--- config.mk ---
export PLATFORM = sky130hd
export DESIGN_NAME = accel_spi_sampler_flat
export DESIGN_NICKNAME = d
export VERILOG_FILES = /design/src/rtl/accel_spi_sampler_if.sv /design/src/rtl/accel_spi_sampler.sv /design/src/flat_wrapper.sv
export SDC_FILE = /design/constraint.sdc
export NUM_CORES = 1
export LEC_CHECK = 0
export CAP_MARGIN = 15
export CORE_MARGIN = 5
export CORE_UTILIZATION = 50
export DETAILED_ROUTE_END_ITERATION = 8
export GPL_ROUTABILITY_DRIVEN = 0
export PLACE_DENSITY = 0.67
export SETUP_SLACK_MARGIN = 0.5
export SLEW_MARGIN = 15
export SYNTH_ARGS = -nofsm -noshare
export SYNTH_HDL_FRONTEND = slang
export SYNTH_SLANG_ARGS = --single-unit
--- constraint.sdc ---
create_clock -name sys_clock -period 6.1 [get_ports sys_clock]
set_input_delay 1.525 -clock sys_clock [delete_from_list [all_inputs] [get_ports sys_clock]]
set_output_delay 1.525 -clock sys_clock [all_outputs]
set_load 0.1 [all_outputs]
--- src/rtl/accel_spi_sampler_if.sv ---
// 4-wire SPI bus between the accelerometer sampler (master) and the sensor (slave).
interface accel_spi_sampler_if;
  logic spi_cs_n;
  logic spi_sclk;
  logic spi_mosi;
  logic spi_miso;

  modport master (output spi_cs_n, output spi_sclk, output spi_mosi, input spi_miso);
  modport slave  (input spi_cs_n, input spi_sclk, input spi_mosi, output spi_miso);
endinterface

--- src/rtl/accel_spi_sampler.sv ---
// Periodically reads one accelerometer axis register over SPI mode 3 and strobes a signed 8-bit sample.
// Optional macro SPI_MB_READ_EN: two-byte multi-byte read, result = {byte1,byte0} >>> 2, saturated.
module accel_spi_sampler #(
  parameter int unsigned CLK_DIV       = 25,
  parameter int unsigned SAMPLE_PERIOD = 50000,
  parameter logic [5:0]  REG_ADDR      = 6'h32
) (
  input  logic                       sys_clock,
  input  logic                       reset,
  input  logic                       enable,
  accel_spi_sampler_if.master        spi,
  output logic                       o_sync,
  output logic [7:0]                 data,
  output logic                       busy,
  output logic                       overrun
);

`ifdef SPI_MB_READ_EN
  localparam logic        MB    = 1'b1;
  localparam int unsigned NBITS = 24;
  localparam int unsigned CAP_W = 16;
`else
  localparam logic        MB    = 1'b0;
  localparam int unsigned NBITS = 16;
  localparam int unsigned CAP_W = 8;
`endif

  localparam int unsigned TW = (SAMPLE_PERIOD > 1) ? $clog2(SAMPLE_PERIOD) : 1;
  localparam int unsigned DW = (CLK_DIV > 1) ? $clog2(CLK_DIV) : 1;
  localparam int unsigned BW = $clog2(NBITS);

  localparam logic [7:0]    CMD        = {1'b1, MB, REG_ADDR};
  localparam logic [TW-1:0] TIMER_LAST = TW'(SAMPLE_PERIOD - 1);
  localparam logic [DW-1:0] DIV_LAST   = DW'(CLK_DIV - 1);
  localparam logic [BW-1:0] BIT_LAST   = BW'(NBITS - 1);

  typedef enum logic [2:0] {IDLE, START, SHIFT, STOP, DONE} state_t;

  state_t            state, state_nx;
  logic [TW-1:0]     timer;
  logic              trigger;
  logic [DW-1:0]     div_cnt, div_nx;
  logic [BW-1:0]     bit_cnt, bit_nx;
  logic              phase, phase_nx;
  logic              div_end;
  logic [CAP_W-1:0]  cap;
  logic              cs_n_q, sclk_q, mosi_q;
  logic              cs_n_nx, sclk_nx, mosi_nx;
  logic [7:0]        result_c;

  assign spi.spi_cs_n = cs_n_q;
  assign spi.spi_sclk = sclk_q;
  assign spi.spi_mosi = mosi_q;

  // Free-running sample timer, parked at zero while sampling is disabled
  always_ff @(posedge sys_clock) begin
    if (reset || !enable || timer == TIMER_LAST) timer <= '0;
    else                                         timer <= timer + TW'(1);
  end

  assign trigger = enable && (timer == TIMER_LAST);

  // Next state plus the registered SPI pin values that go with it
  always_comb begin
    state_nx = state;
    div_nx   = div_cnt;
    bit_nx   = bit_cnt;
    phase_nx = phase;
    div_end  = (div_cnt == DIV_LAST);
    mosi_nx  = mosi_q;

    case (state)
      IDLE: begin
        if (trigger) begin
          state_nx = START;
          div_nx   = '0;
        end
      end
      START: begin
        if (div_end) begin
          state_nx = SHIFT;
          div_nx   = '0;
          bit_nx   = '0;
          phase_nx = 1'b0;
        end else begin
          div_nx = div_cnt + DW'(1);
        end
      end
      SHIFT: begin
        if (div_end) begin
          div_nx = '0;
          if (!phase) begin
            phase_nx = 1'b1;
          end else if (bit_cnt == BIT_LAST) begin
            state_nx = STOP;
          end else begin
            bit_nx   = bit_cnt + BW'(1);
            phase_nx = 1'b0;
          end
        end else begin
          div_nx = div_cnt + DW'(1);
        end
      end
      STOP: begin
        if (div_end) begin
          state_nx = DONE;
          div_nx   = '0;
        end else begin
          div_nx = div_cnt + DW'(1);
        end
      end
      DONE:    state_nx = IDLE;
      default: state_nx = IDLE;
    endcase

    cs_n_nx = !(state_nx == START || state_nx == SHIFT);
    sclk_nx = !(state_nx == SHIFT && !phase_nx);

    // MOSI changes only on the first cycle of each low phase; command byte then zeros
    if (state_nx != SHIFT) begin
      mosi_nx = 1'b0;
    end else if (!phase_nx && div_nx == '0) begin
      mosi_nx = (bit_nx < BW'(8)) ? CMD[3'(7 - bit_nx)] : 1'b0;
    end
  end

`ifdef SPI_MB_READ_EN
  logic signed [15:0] raw;
  logic signed [15:0] shifted;

  assign raw     = {cap[7:0], cap[15:8]};
  assign shifted = raw >>> 2;

  always_comb begin
    result_c = shifted[7:0];
    if (shifted > 16'sd127)       result_c = 8'h7F;
    else if (shifted < -16'sd128) result_c = 8'h80;
  end
`else
  assign result_c = cap;
`endif

  always_ff @(posedge sys_clock) begin
    if (reset) begin
      state   <= IDLE;
      div_cnt <= '0;
      bit_cnt <= '0;
      phase   <= 1'b0;
      cap     <= '0;
      cs_n_q  <= 1'b1;
      sclk_q  <= 1'b1;
      mosi_q  <= 1'b0;
      o_sync  <= 1'b0;
      data    <= 8'h00;
      busy    <= 1'b0;
      overrun <= 1'b0;
    end else begin
      state   <= state_nx;
      div_cnt <= div_nx;
      bit_cnt <= bit_nx;
      phase   <= phase_nx;
      cs_n_q  <= cs_n_nx;
      sclk_q  <= sclk_nx;
      mosi_q  <= mosi_nx;
      o_sync  <= (state_nx == DONE);
      busy    <= (state_nx != IDLE);
      if (state_nx == DONE) data <= result_c;
      if (trigger && state != IDLE) overrun <= 1'b1;
      // MISO sampled in the first cycle SCLK is high
      if (state == SHIFT && phase && div_cnt == '0) cap <= {cap[CAP_W-2:0], spi.spi_miso};
    end
  end

endmodule

--- src/flat_wrapper.sv ---
// flat-port wrapper written by rule: the top's interface ports become plain ports
module accel_spi_sampler_flat 
#(
  parameter int unsigned CLK_DIV       = 25,
  parameter int unsigned SAMPLE_PERIOD = 50000,
  parameter logic [5:0]  REG_ADDR      = 6'h32
)
  (sys_clock, reset, enable, o_sync, data, busy, overrun, spi_spi_cs_n, spi_spi_sclk, spi_spi_mosi, spi_spi_miso);
  accel_spi_sampler_if spi_i ();
  input  logic sys_clock;
  input  logic reset;
  input  logic enable;
  output logic o_sync;
  output logic [7:0] data;
  output logic busy;
  output logic overrun;
  output wire logic [$bits(spi_i.spi_cs_n)-1:0] spi_spi_cs_n;
  output wire logic [$bits(spi_i.spi_sclk)-1:0] spi_spi_sclk;
  output wire logic [$bits(spi_i.spi_mosi)-1:0] spi_spi_mosi;
  input wire logic [$bits(spi_i.spi_miso)-1:0] spi_spi_miso;
  assign spi_spi_cs_n = spi_i.spi_cs_n;
  assign spi_spi_sclk = spi_i.spi_sclk;
  assign spi_spi_mosi = spi_i.spi_mosi;
  assign spi_i.spi_miso = spi_spi_miso;
  accel_spi_sampler #(.CLK_DIV(CLK_DIV), .SAMPLE_PERIOD(SAMPLE_PERIOD), .REG_ADDR(REG_ADDR)) u_core (.sys_clock(sys_clock), .reset(reset), .enable(enable), .spi(spi_i), .o_sync(o_sync), .data(data), .busy(busy), .overrun(overrun));
endmodule
==> flow_results.xml, run 1 <==
<?xml version="1.0" encoding="UTF-8"?>
<metrics>
  <group name="synthesis">
    <metric name="yosys_warnings" unit="">0</metric>
    <metric name="yosysMostFrequentCell" unit="">nor2_1</metric>
    <metric name="synth-seq-area-share" unit="%">42.5</metric>
    <metric name="synth_edf_count" unit="">0</metric>
    <metric name="synthDominantAreaCellType" unit="">dfxtp_1</metric>
    <metric name="netlist-cell-type-count" unit="">50</metric>
    <metric name="ys.flop_type" unit="">dfxtp_1</metric>
    <metric name="postSynth.asyncResetShare" unit="%">0</metric>
    <metric name="syn_area" unit="µm²">2400</metric>
    <metric name="postSynthAreaPerCell" unit="µm²">8.76</metric>
    <metric name="syn_inst" unit="">274</metric>
    <metric name="netlist.area_leader.share" unit="%">42.5</metric>
    <metric name="postSynthRegisterBits" unit="">51</metric>
    <metric name="synth.cells.most_frequent" unit="">nor2_1 (54), dfxtp_1 (51), mux2i_1 (16), nand2_1 (16)</metric>
    <metric name="synth.area.top_cells" unit="">dfxtp_1 (43%), nor2_1 (8.4%), mux2i_1 (6.7%)</metric>
    <metric name="syn_nets" unit="">282</metric>
  </group>
  <group name="grt">
    <metric name="global_route_wire_length_before_repair" unit="µm">7950</metric>
    <metric name="grt_max_degree" unit="">32</metric>
    <metric name="globalRouteTotalUtil" unit="%">15.7</metric>
    <metric name="global_route.overflow_total" unit="">0</metric>
    <metric name="antenna_found_initial" unit="">0</metric>
    <metric name="grt_pass1_vias" unit="">1801</metric>
  </group>
  <group name="timing">
    <metric name="tns" unit="ps">0</metric>
    <metric name="post-route-worst-setup-slack" unit="ps">2790</metric>
    <metric name="report.final.setup_viol" unit="">0</metric>
    <metric name="finalHoldViolCount" unit="">0</metric>
    <metric name="timing.clock.skew" unit="ps">4.64</metric>
    <metric name="fin_worst_hold_slack" unit="ps">456</metric>
    <metric name="rsz_0062_raised_after_global_routing" unit="">false</metric>
    <metric name="portion_of_the_clock_cycle_consumed_by_the_worst_path_in_the_final_layout" unit="%">54.3</metric>
    <metric name="timing.slew.headroom" unit="%">34.9</metric>
    <metric name="final_max_slew_viols" unit="">0</metric>
    <metric name="max_slew.worst_pin.slew" unit="ps">974</metric>
    <metric name="finalWorstPathRequiredPeriod" unit="ps">3310</metric>
    <metric name="maxClockFrequency" unit="MHz">302</metric>
  </group>
  <group name="floorplanning">
    <metric name="start_util" unit="%">51.1</metric>
    <metric name="die_x" unit="µm">79.3</metric>
    <metric name="placementRows" unit="">25</metric>
    <metric name="core_area" unit="µm²">4690</metric>
    <metric name="boundaryPins" unit="">18</metric>
    <metric name="fp.dieArea" unit="µm²">6290</metric>
    <metric name="dieHeight" unit="µm">79.3</metric>
  </group>
  <group name="detailed_routing">
    <metric name="drtPass1Iterations" unit="">4</metric>
    <metric name="route.detailed.drc" unit="">0</metric>
    <metric name="detail_route.wl_per_cell" unit="µm">13.2</metric>
    <metric name="drt-vias-per-instance" unit="">5.62</metric>
    <metric name="initialDrtViolationCount" unit="">95</metric>
    <metric name="finalWirelength" unit="µm">4440</metric>
    <metric name="route.antenna.remaining_nets" unit="">0</metric>
    <metric name="vias" unit="">1894</metric>
  </group>
  <group name="clock_tree">
    <metric name="cts_tree" unit="">done</metric>
    <metric name="clkTransAtPathRegs" unit="ps">90</metric>
    <metric name="h-tree-depth" unit="">2</metric>
    <metric name="cts_buffers" unit="">5</metric>
    <metric name="cts_num_sinks" unit="">51</metric>
    <metric name="postCtsResizedCells" unit="">0</metric>
    <metric name="clk_path_buf_depth" unit="">2</metric>
    <metric name="cts_hold_buf" unit="">0</metric>
    <metric name="post-cts-setup-buffers" unit="">0</metric>
    <metric name="cts_root_buf" unit="">clkbuf_8</metric>
    <metric name="clkLatencyLatePin" unit="ps">300</metric>
  </group>
  <group name="worst_setup_path">
    <metric name="critical_path_required" unit="ps">4580</metric>
    <metric name="crit_arrival" unit="ps">1790</metric>
    <metric name="worst_setup_path_startpoint" unit="">u_core.spi.spi_mosi</metric>
    <metric name="r2r_cells" unit="">8</metric>
    <metric name="worst_reg2reg_path_startpoint" unit="">u_core.div_cnt[0]</metric>
    <metric name="timing.critical_path.cells" unit="">clkdlybuf4s50_1</metric>
    <metric name="critical_path_depth" unit="">1</metric>
    <metric name="setup.worst_path.end" unit="">spi_spi_mosi</metric>
    <metric name="critPathCaptureType" unit="">output port</metric>
    <metric name="reg2reg_slack" unit="ps">3730</metric>
    <metric name="slowest_stage" unit="">clkdlybuf4s50_1</metric>
    <metric name="slowest_delay" unit="ps">1140</metric>
    <metric name="startpoint_type" unit="">flop</metric>
    <metric name="criticalPathCategory" unit="">flop to output port</metric>
    <metric name="critical_path.n_buffers_inverters" unit="">1</metric>
    <metric name="worst_r2r_endpoint" unit="">u_core.spi.spi_mosi</metric>
    <metric name="worst_path_dominant_cell_family" unit="">buffers and inverters</metric>
    <metric name="maximum_net_fanout_on_the_critical_path" unit="">2</metric>
  </group>
  <group name="layout">
    <metric name="final_util" unit="%">57.3</metric>
    <metric name="antennaDiodeCount" unit="">0</metric>
    <metric name="layout.nets" unit="">290</metric>
    <metric name="multi_input_comb_area" unit="µm²">1270</metric>
    <metric name="area_growth_syn_to_layout" unit="%">12.0</metric>
    <metric name="drive_above_1_share" unit="%">6.71</metric>
    <metric name="ff_latch_area" unit="µm²">1020</metric>
    <metric name="filler_cell_count" unit="">447</metric>
  </group>
  <group name="power">
    <metric name="power.leakage" unit="nW">1.05</metric>
    <metric name="pwr_density_cell" unit="nW/µm²">220</metric>
    <metric name="worst_ir_drop_vdd" unit="µV">147</metric>
  </group>
  <group name="job">
    <metric name="max_cap_check_violation_count" unit="">0</metric>
  </group>
  <group name="status">
    <metric name="outcome" unit="">completed</metric>
  </group>
  <group name="placement">
    <metric name="port_buffers" unit="">17</metric>
    <metric name="place_ws" unit="ps">2850</metric>
    <metric name="place.detailed.hpwl" unit="µm">3180</metric>
  </group>
  <group name="worst_hold_path">
    <metric name="type_of_the_most_critical_hold_path" unit="">flop to flop</metric>
  </group>
</metrics>
==> state kept, by name, indices dropped and copies added, names as in the netlist <==
| signal | flops |
|---|---|
| u_core.bit_cnt | 4 |
| u_core.busy | 1 |
| u_core.cap | 8 |
| u_core.data | 8 |
| u_core.div_cnt | 5 |
| u_core.o_sync | 1 |
| u_core.overrun | 1 |
| u_core.phase | 1 |
| u_core.spi.spi_cs_n | 1 |
| u_core.spi.spi_mosi | 1 |
| u_core.spi.spi_sclk | 1 |
| u_core.state | 3 |
| u_core.timer | 16 |
==> where the power goes <==
part | internal, W | switching, W
clock | 0.000133 | 0.000106
sequential | 0.000334 | 0.00000210
combinational | 0.00000684 | 0.00000933
total | 0.000474 | 0.000117
==> stage by stage <==
stage,area (µm²),std cells,total power (W)
final,2690,337,0.000591
after global routing,2690,337,0.000617
after CTS,2690,337,0.000599
after detailed placement,2570,329,0.000361
after global placement,2570,329,0.000361
after floorplan,2400,274,0.000356
==> how the worst min path moves through the flow <==
| stage | from | end | slack (ps) | depth (start not counted) |
|---|---|---|---|---|
| floorplan | u_core.timer[0] | u_core.timer[0] | 430 | 1 |
| global placement | u_core.overrun | u_core.overrun | 440 | 2 |
| detailed placement | u_core.overrun | u_core.overrun | 440 | 2 |
| CTS | u_core.overrun | u_core.overrun | 460 | 2 |
| global route | u_core.overrun | u_core.overrun | 490 | 2 |
| finish | u_core.overrun | u_core.overrun | 460 | 2 |
==> placed cells by master, fill, tap and decap left out, types with 2 or more instances in the layout <==
| cell | count |
|---|---|
| o22ai_1 | 2 |
| xnor2_1 | 5 |
| nand3_1 | 11 |
| nor2_1 | 54 |
| mux2i_1 | 16 |
| or3_1 | 2 |
| nand2_1 | 16 |
| nand4_1 | 6 |
| nor2b_1 | 4 |
| a31oi_1 | 2 |
| nor4_1 | 3 |
| o211ai_1 | 2 |
| o21ai_0 | 6 |
| nor4b_1 | 2 |
| clkdlybuf4s50_1 | 17 |
| a211oi_1 | 3 |
| inv_1 | 8 |
| dfxtp_1 | 51 |
| a21boi_0 | 2 |
| nand4b_1 | 2 |
| xor2_1 | 9 |
| nor3_1 | 7 |
| and4_1 | 2 |
| o21a_1 | 2 |
| o31a_1 | 3 |
| ha_1 | 4 |
| a21oi_1 | 11 |
| clkbuf_8 | 6 |
==> logic make-up (layout without fill, tap and decap cells) <==
kind of cell / after synthesis / in the layout / share of synthesized area [%]
simple gates: 120 / 120 / 26.4
mux: 16 / 16 / 6.67
buf+inv: 25 / 34 / 4.38
xor+xnor: 14 / 14 / 5.11
fa+ha+maj: 4 / 4 / 2.09
compound gates: 44 / 44 / 12.8
flops: 51 / 51 / 42.5
==> layout make-up <==
type,instances,area share [%]
clock buffers,6,3.07
multi-input cells,198,47.4
repair buffers,18,6.61
clock inverters,2,1.30
inverters,8,1.12
flip-flops and latches,51,38.0
well taps,54,2.51
==> metal layers <==
layer	part of all wire [%]	global-route usage [%]	up-vias
li1	-	-	983
met1	51	21.1	875
met2	44	24.5	29
met3	3.1	3.40	7
met4	1.6	6.19	0
met5	0	0	-
No activity file was read; power rests on OpenSTA's default activity.
==> run 2: changes to the inputs <==
Settings changed: PLACE_DENSITY 0.67 to 0.7.
Clock period 6.1 ns to 3 ns, I/O delays scaled along.
==> run 2 against run 1 <==
- via count is essentially flat
- utilization shrank 1.1 points
- combinational power grew 120%
- clock power grew 61%
- worst setup slack lost 2100 ps
- worst hold slack gained 3.9 ps
- clock skew grew 1.2 ps
- design area shrank 2.0%
- non-clock buffer count grew 2
- sequential cell count is the same
- critical path type is now flop to flop
- largest power group unchanged
==> flow_results.xml, run 2 (synthesized netlist as in run 1, its figures left out) <==
<?xml version="1.0" encoding="UTF-8"?>
<metrics>
  <group name="clock_tree">
    <metric name="h-tree-depth" unit="">2</metric>
    <metric name="clkLatencyLatePin" unit="ps">300</metric>
    <metric name="cts_root_buf" unit="">clkbuf_8</metric>
    <metric name="cts_buffers" unit="">5</metric>
    <metric name="cts_hold_buf" unit="">0</metric>
    <metric name="clkTransAtPathRegs" unit="ps">90</metric>
    <metric name="cts_tree" unit="">done</metric>
    <metric name="cts_num_sinks" unit="">51</metric>
    <metric name="clk_path_buf_depth" unit="">2</metric>
    <metric name="post-cts-setup-buffers" unit="">0</metric>
    <metric name="postCtsResizedCells" unit="">0</metric>
  </group>
  <group name="worst_setup_path">
    <metric name="maximum_net_fanout_on_the_critical_path" unit="">8</metric>
    <metric name="r2r_cells" unit="">8</metric>
    <metric name="criticalPathCategory" unit="">flop to flop</metric>
    <metric name="critPathCaptureType" unit="">flop</metric>
    <metric name="critical_path_required" unit="ps">3250</metric>
    <metric name="crit_arrival" unit="ps">2590</metric>
    <metric name="startpoint_type" unit="">flop</metric>
  </group>
  <group name="floorplanning">
    <metric name="die_x" unit="µm">79.3</metric>
    <metric name="start_util" unit="%">51.1</metric>
    <metric name="boundaryPins" unit="">18</metric>
    <metric name="dieHeight" unit="µm">79.3</metric>
    <metric name="placementRows" unit="">25</metric>
    <metric name="fp.dieArea" unit="µm²">6290</metric>
    <metric name="core_area" unit="µm²">4690</metric>
  </group>
  <group name="timing">
    <metric name="rsz_0062_raised_after_global_routing" unit="">false</metric>
    <metric name="timing.clock.skew" unit="ps">5.81</metric>
    <metric name="final_max_slew_viols" unit="">0</metric>
    <metric name="portion_of_the_clock_cycle_consumed_by_the_worst_path_in_the_final_layout" unit="%">78.2</metric>
    <metric name="max_slew.worst_pin.slew" unit="ps">682</metric>
    <metric name="maxClockFrequency" unit="MHz">426</metric>
    <metric name="tns" unit="ps">0</metric>
    <metric name="fin_worst_hold_slack" unit="ps">460</metric>
    <metric name="timing.slew.headroom" unit="%">54.4</metric>
    <metric name="finalHoldViolCount" unit="">0</metric>
    <metric name="report.final.setup_viol" unit="">0</metric>
    <metric name="finalWorstPathRequiredPeriod" unit="ps">2350</metric>
  </group>
  <group name="placement">
    <metric name="place.detailed.hpwl" unit="µm">3310</metric>
    <metric name="port_buffers" unit="">17</metric>
  </group>
  <group name="layout">
    <metric name="layout_top_registers" unit="">u_core.timer: 16 flops, u_core.cap: 8 flops, u_core.data: 8 flops</metric>
    <metric name="antennaDiodeCount" unit="">0</metric>
    <metric name="filler_cell_count" unit="">455</metric>
    <metric name="drive_above_1_share" unit="%">11.9</metric>
    <metric name="layout.nets" unit="">292</metric>
    <metric name="largest_register_ff_count" unit="">16</metric>
    <metric name="multi_input_comb_area" unit="µm²">1270</metric>
    <metric name="largest_reg_by_ff_count" unit="">u_core.timer</metric>
    <metric name="ff_latch_area" unit="µm²">1020</metric>
    <metric name="area_growth_syn_to_layout" unit="%">9.80</metric>
    <metric name="layout.cells.most_common" unit="">nor2_1</metric>
    <metric name="final_cell_mix" unit="">nor2_1 (54), dfxtp_1 (51), buf_4 (17)</metric>
  </group>
  <group name="grt">
    <metric name="grt_pass1_vias" unit="">1719</metric>
    <metric name="global_route.overflow_total" unit="">0</metric>
    <metric name="global_route_wire_length_before_repair" unit="µm">8170</metric>
    <metric name="grt_max_degree" unit="">19</metric>
    <metric name="antenna_found_initial" unit="">0</metric>
    <metric name="globalRouteTotalUtil" unit="%">16.3</metric>
  </group>
  <group name="detailed_routing">
    <metric name="initialDrtViolationCount" unit="">73</metric>
    <metric name="vias" unit="">1895</metric>
    <metric name="finalWirelength" unit="µm">4660</metric>
    <metric name="route.antenna.remaining_nets" unit="">0</metric>
    <metric name="drt-vias-per-instance" unit="">5.59</metric>
    <metric name="detail_route.wl_per_cell" unit="µm">13.7</metric>
    <metric name="drtPass1Iterations" unit="">4</metric>
    <metric name="route.detailed.drc" unit="">0</metric>
  </group>
  <group name="status">
    <metric name="outcome" unit="">completed</metric>
  </group>
  <group name="power">
    <metric name="worst_ir_drop_vdd" unit="µV">222</metric>
    <metric name="finalPower" unit="W">0.00110</metric>
    <metric name="pwr_density_cell" unit="nW/µm²">419</metric>
    <metric name="power.leakage" unit="nW">1.06</metric>
  </group>
  <group name="worst_hold_path">
    <metric name="worstHoldPathCells" unit="">2</metric>
    <metric name="type_of_the_most_critical_hold_path" unit="">flop to flop</metric>
  </group>
  <group name="job">
    <metric name="max_cap_check_violation_count" unit="">0</metric>
  </group>
</metrics>
==> run 2: cell types whose count changed in the layout (fill, tap and decap cells not counted), sizes merged <==
cell and change:
buf +16, bufinv -1, clkdlybuf4s50 -14, clkinvlp +1
==> run 2: path summary, 6_finish.rpt <==
path | start | endpoint | slack (ps)
worst max register to register | u_core.div_cnt[0] | u_core.spi.spi_mosi | 650
worst min register to register | u_core.overrun | u_core.overrun | 460
worst min-delay path | u_core.overrun | u_core.overrun | 460
worst max-delay path | u_core.div_cnt[0] | u_core.spi.spi_mosi | 650
==> run 2: worst max-delay path: stages, from the launching register on <==
cell,delay [ps]
dfxtp_1,460
inv_1,90
ha_1,260
and4b_1,320
a31oi_1,190
a31oi_1,80
or3_1,390
a211oi_1,320
a31o_1,180
==> run 2: power breakdown <==
group / switching, W / internal (W)
clock network: 0.000221 / 0.000163
logic: 0.0000200 / 0.0000149
registers: 0.00000417 / 0.000680
==> run 2: stage by stage <==
| step | utilization [%] | setup WS, ps | std cells | cell area (µm²) |
|---|---|---|---|---|
| floorplan | - | 928 | 274 | 2400 |
| global placement | 54.3 | 640 | 331 | 2550 |
| detailed placement | 54.3 | 601 | 331 | 2550 |
| CTS | 56.2 | 671 | 339 | 2640 |
| global route | 56.2 | 534 | 339 | 2640 |
| finish | 56.2 | 655 | 339 | 2640 |
==> run 2: layer usage <==
| metal | part of all wire (%) | up-vias | routed length [µm] | global-route usage [%] |
|---|---|---|---|---|
| li1 | - | 980 | - | - |
| met1 | 51 | 871 | 2360 | 23.2 |
| met2 | 43 | 40 | 2020 | 24.2 |
| met3 | 4.5 | 4 | 210 | 3.63 |
| met4 | 1.3 | 0 | 60 | 5.67 |
| met5 | 0 | - | 0 | 0 |
==> run 2: area by class of cell <==
type                       instances  share of cell area, %
timing repair buffer              20                   5.98
inverter                           8                   1.14
tap                               54                   2.56
multi-input combinational        198                   48.3
clock inverter                     2                  0.475
sequential                        51                   38.7
clock buffer                       6                   2.75
==> run 3: changes to the inputs <==
Clock period 3 ns to 2.09 ns, I/O delays scaled along.
==> run 3 against run 2 <==
- sequential cell count did not move
- critical path type unchanged
- sequential share of layout area is 6.5 points lower
- fmax up 17%
- critical path depth shrank 2
- clock-buffer cell count is 1 lower
- final cell count increased by 12%
- clock power rose by 110%
- via count up 13%
- largest power group unchanged
==> flow_results.xml, run 3 (synthesized netlist as in run 1, its figures left out) <==
<?xml version="1.0" encoding="UTF-8"?>
<metrics>
  <group name="detailed_routing">
    <metric name="detail_route.wl_per_cell" unit="µm">14.6</metric>
    <metric name="route.detailed.drc" unit="">0</metric>
    <metric name="initialDrtViolationCount" unit="">136</metric>
    <metric name="vias" unit="">2139</metric>
    <metric name="finalWirelength" unit="µm">5530</metric>
    <metric name="route.antenna.remaining_nets" unit="">0</metric>
    <metric name="drt-vias-per-instance" unit="">5.64</metric>
    <metric name="drtPass1Iterations" unit="">4</metric>
  </group>
  <group name="timing">
    <metric name="finalHoldViolCount" unit="">0</metric>
    <metric name="post-route-worst-setup-slack" unit="ps">92.7</metric>
    <metric name="report.final.setup_viol" unit="">0</metric>
    <metric name="max_slew.worst_pin.slew" unit="ps">485</metric>
    <metric name="rsz_0062_raised_after_global_routing" unit="">true</metric>
    <metric name="timing.slew.headroom" unit="%">67.3</metric>
    <metric name="finalWorstPathRequiredPeriod" unit="ps">2000</metric>
    <metric name="timing.clock.skew" unit="ps">4.16</metric>
    <metric name="maxClockFrequency" unit="MHz">501</metric>
    <metric name="portion_of_the_clock_cycle_consumed_by_the_worst_path_in_the_final_layout" unit="%">95.6</metric>
    <metric name="final_max_slew_viols" unit="">0</metric>
  </group>
  <group name="clock_tree">
    <metric name="cts_buffers" unit="">5</metric>
    <metric name="cts_tree" unit="">done</metric>
    <metric name="cts_hold_buf" unit="">0</metric>
    <metric name="h-tree-depth" unit="">2</metric>
    <metric name="clk_path_buf_depth" unit="">2</metric>
    <metric name="clkLatencyLatePin" unit="ps">310</metric>
    <metric name="clkTransAtPathRegs" unit="ps">90</metric>
    <metric name="cts_num_sinks" unit="">51</metric>
    <metric name="cts_root_buf" unit="">clkbuf_8</metric>
  </group>
  <group name="placement">
    <metric name="port_buffers" unit="">17</metric>
    <metric name="place.detailed.hpwl" unit="µm">3590</metric>
    <metric name="placedInstanceArea" unit="µm²">2770</metric>
    <metric name="place_ws" unit="ps">-160</metric>
  </group>
  <group name="power">
    <metric name="power_frac_seq" unit="%">52.8</metric>
    <metric name="power_report.internal_total" unit="W">0.00149</metric>
    <metric name="power.leakage" unit="nW">1.29</metric>
    <metric name="pwr_density_cell" unit="nW/µm²">578</metric>
    <metric name="total_switching_power" unit="W">0.000368</metric>
    <metric name="p_comb_share" unit="%">3.9</metric>
    <metric name="power.switching_fraction" unit="%">19.9</metric>
    <metric name="power_frac_clock" unit="%">43.3</metric>
    <metric name="worst_ir_drop_vdd" unit="µV">421</metric>
    <metric name="finalPower" unit="W">0.00185</metric>
  </group>
  <group name="job">
    <metric name="max_cap_check_violation_count" unit="">0</metric>
  </group>
  <group name="worst_setup_path">
    <metric name="maximum_net_fanout_on_the_critical_path" unit="">3</metric>
    <metric name="worst_path_dominant_cell_family" unit="">simple AND/OR/NAND/NOR gates</metric>
    <metric name="slowest_delay" unit="ps">560</metric>
    <metric name="critical_path.n_buffers_inverters" unit="">0</metric>
    <metric name="critical_path_required" unit="ps">2300</metric>
    <metric name="crit_arrival" unit="ps">2210</metric>
    <metric name="criticalPathCategory" unit="">flop to flop</metric>
    <metric name="slowest_stage" unit="">or4_4</metric>
    <metric name="timing.critical_path.cells" unit="">or4_4 &gt; nor4_4 &gt; and4_4 &gt; nor3_2 &gt; o311a_1 &gt; a31o_1</metric>
    <metric name="startpoint_type" unit="">flop</metric>
    <metric name="critPathCaptureType" unit="">flop</metric>
  </group>
  <group name="grt">
    <metric name="antenna_found_initial" unit="">0</metric>
    <metric name="global_route.overflow_total" unit="">0</metric>
    <metric name="globalRouteTotalUtil" unit="%">17.3</metric>
    <metric name="grt_max_degree" unit="">17</metric>
    <metric name="global_route_wire_length_before_repair" unit="µm">8650</metric>
    <metric name="grt_pass1_vias" unit="">1928</metric>
  </group>
  <group name="layout">
    <metric name="final_cell_mix" unit="">buf_4 (48), nor2_1 (44), dfxtp_1 (43)</metric>
    <metric name="largest_reg_by_ff_count" unit="">u_core.timer</metric>
    <metric name="antennaDiodeCount" unit="">0</metric>
    <metric name="layout_top_registers" unit="">u_core.timer: 16 flops, u_core.cap: 8 flops, u_core.data: 8 flops</metric>
    <metric name="area_growth_syn_to_layout" unit="%">33.7</metric>
    <metric name="drive_above_1_share" unit="%">37.2</metric>
    <metric name="layout.nets" unit="">332</metric>
    <metric name="fin_area" unit="µm²">3210</metric>
    <metric name="largest_register_ff_count" unit="">16</metric>
    <metric name="final_util" unit="%">68.4</metric>
    <metric name="layout.cells.most_common" unit="">buf_4</metric>
  </group>
  <group name="floorplanning">
    <metric name="core_area" unit="µm²">4690</metric>
    <metric name="fp.dieArea" unit="µm²">6290</metric>
    <metric name="start_util" unit="%">51.1</metric>
    <metric name="dieHeight" unit="µm">79.3</metric>
    <metric name="boundaryPins" unit="">18</metric>
    <metric name="die_x" unit="µm">79.3</metric>
    <metric name="placementRows" unit="">25</metric>
  </group>
  <group name="worst_hold_path">
    <metric name="type_of_the_most_critical_hold_path" unit="">flop to flop</metric>
  </group>
  <group name="status">
    <metric name="outcome" unit="">completed</metric>
  </group>
</metrics>
## run 3: what timing repair did
action	in CTS	in global routing
endpoints found under the setup margin	37	47
pin swaps	9	24
cloned	1	1
hold endpoints to repair	0	0
resized for setup	12	41
setup buffers	7	7
## run 3: routing by layer
metal / part of all wire (%) / vias to the layer above / global-route usage (%)
met3: 4.6 / 7 / 3.97
met2: 46 / 45 / 27.0
met5: 0 / - / 0
met4: 1.2 / 0 / 5.15
met1: 48 / 1019 / 23.8
li1: - / 1068 / -
## run 3: path summary, 6_finish.rpt
kind | start | endpoint | slack (ps) | cells past startpoint
worst min register to register | u_core.overrun | u_core.overrun | 460 | 2
worst min-delay path | u_core.overrun | u_core.overrun | 460 | 2
worst max register to register | u_core.timer[4] | u_core.spi.spi_mosi | 90 | 6
worst max-delay path | u_core.timer[4] | u_core.spi.spi_mosi | 90 | 6
## run 3: power by group through the flow
stage / registers, W / logic [W] / clock network (W)
2_1_floorplan: 0.00100 / 0.0000402 / 0
3_3_place_gp: 0.00100 / 0.0000627 / 0
3_5_place_dp: 0.00100 / 0.0000633 / 0
4_1_cts: 0.000980 / 0.0000634 / 0.000824
5_1_grt: 0.000980 / 0.0000803 / 0.000867
6_report: 0.000979 / 0.0000725 / 0.000803
## run 3: layout make-up
cell class,instances,area (µm²)
Fill cell,376,1480
Multi-Input combinational cell,199,1450
Sequential cell,51,1030
Timing Repair Buffer,59,484
Clock buffer,5,68.8
Clock inverter,3,67.6
Tap cell,54,67.6
Inverter,8,32.5
## run 3: stage by stage
step                setup TNS, ps  std cells  hold slack (ps)
global placement             -355        355              435
finish                          0        379              460
floorplan                       0        274              430
detailed placement           -315        355              443
global route                -8.69        379              494
CTS                             0        371              462
## run 3: worst min-delay path: cells and delay by family, from the launching register on
family | cells | cell delay (ps)
DFF | 1 | 320
buffers and inverters | 1 | 50
AOI/OAI and AO/OA | 1 | 50
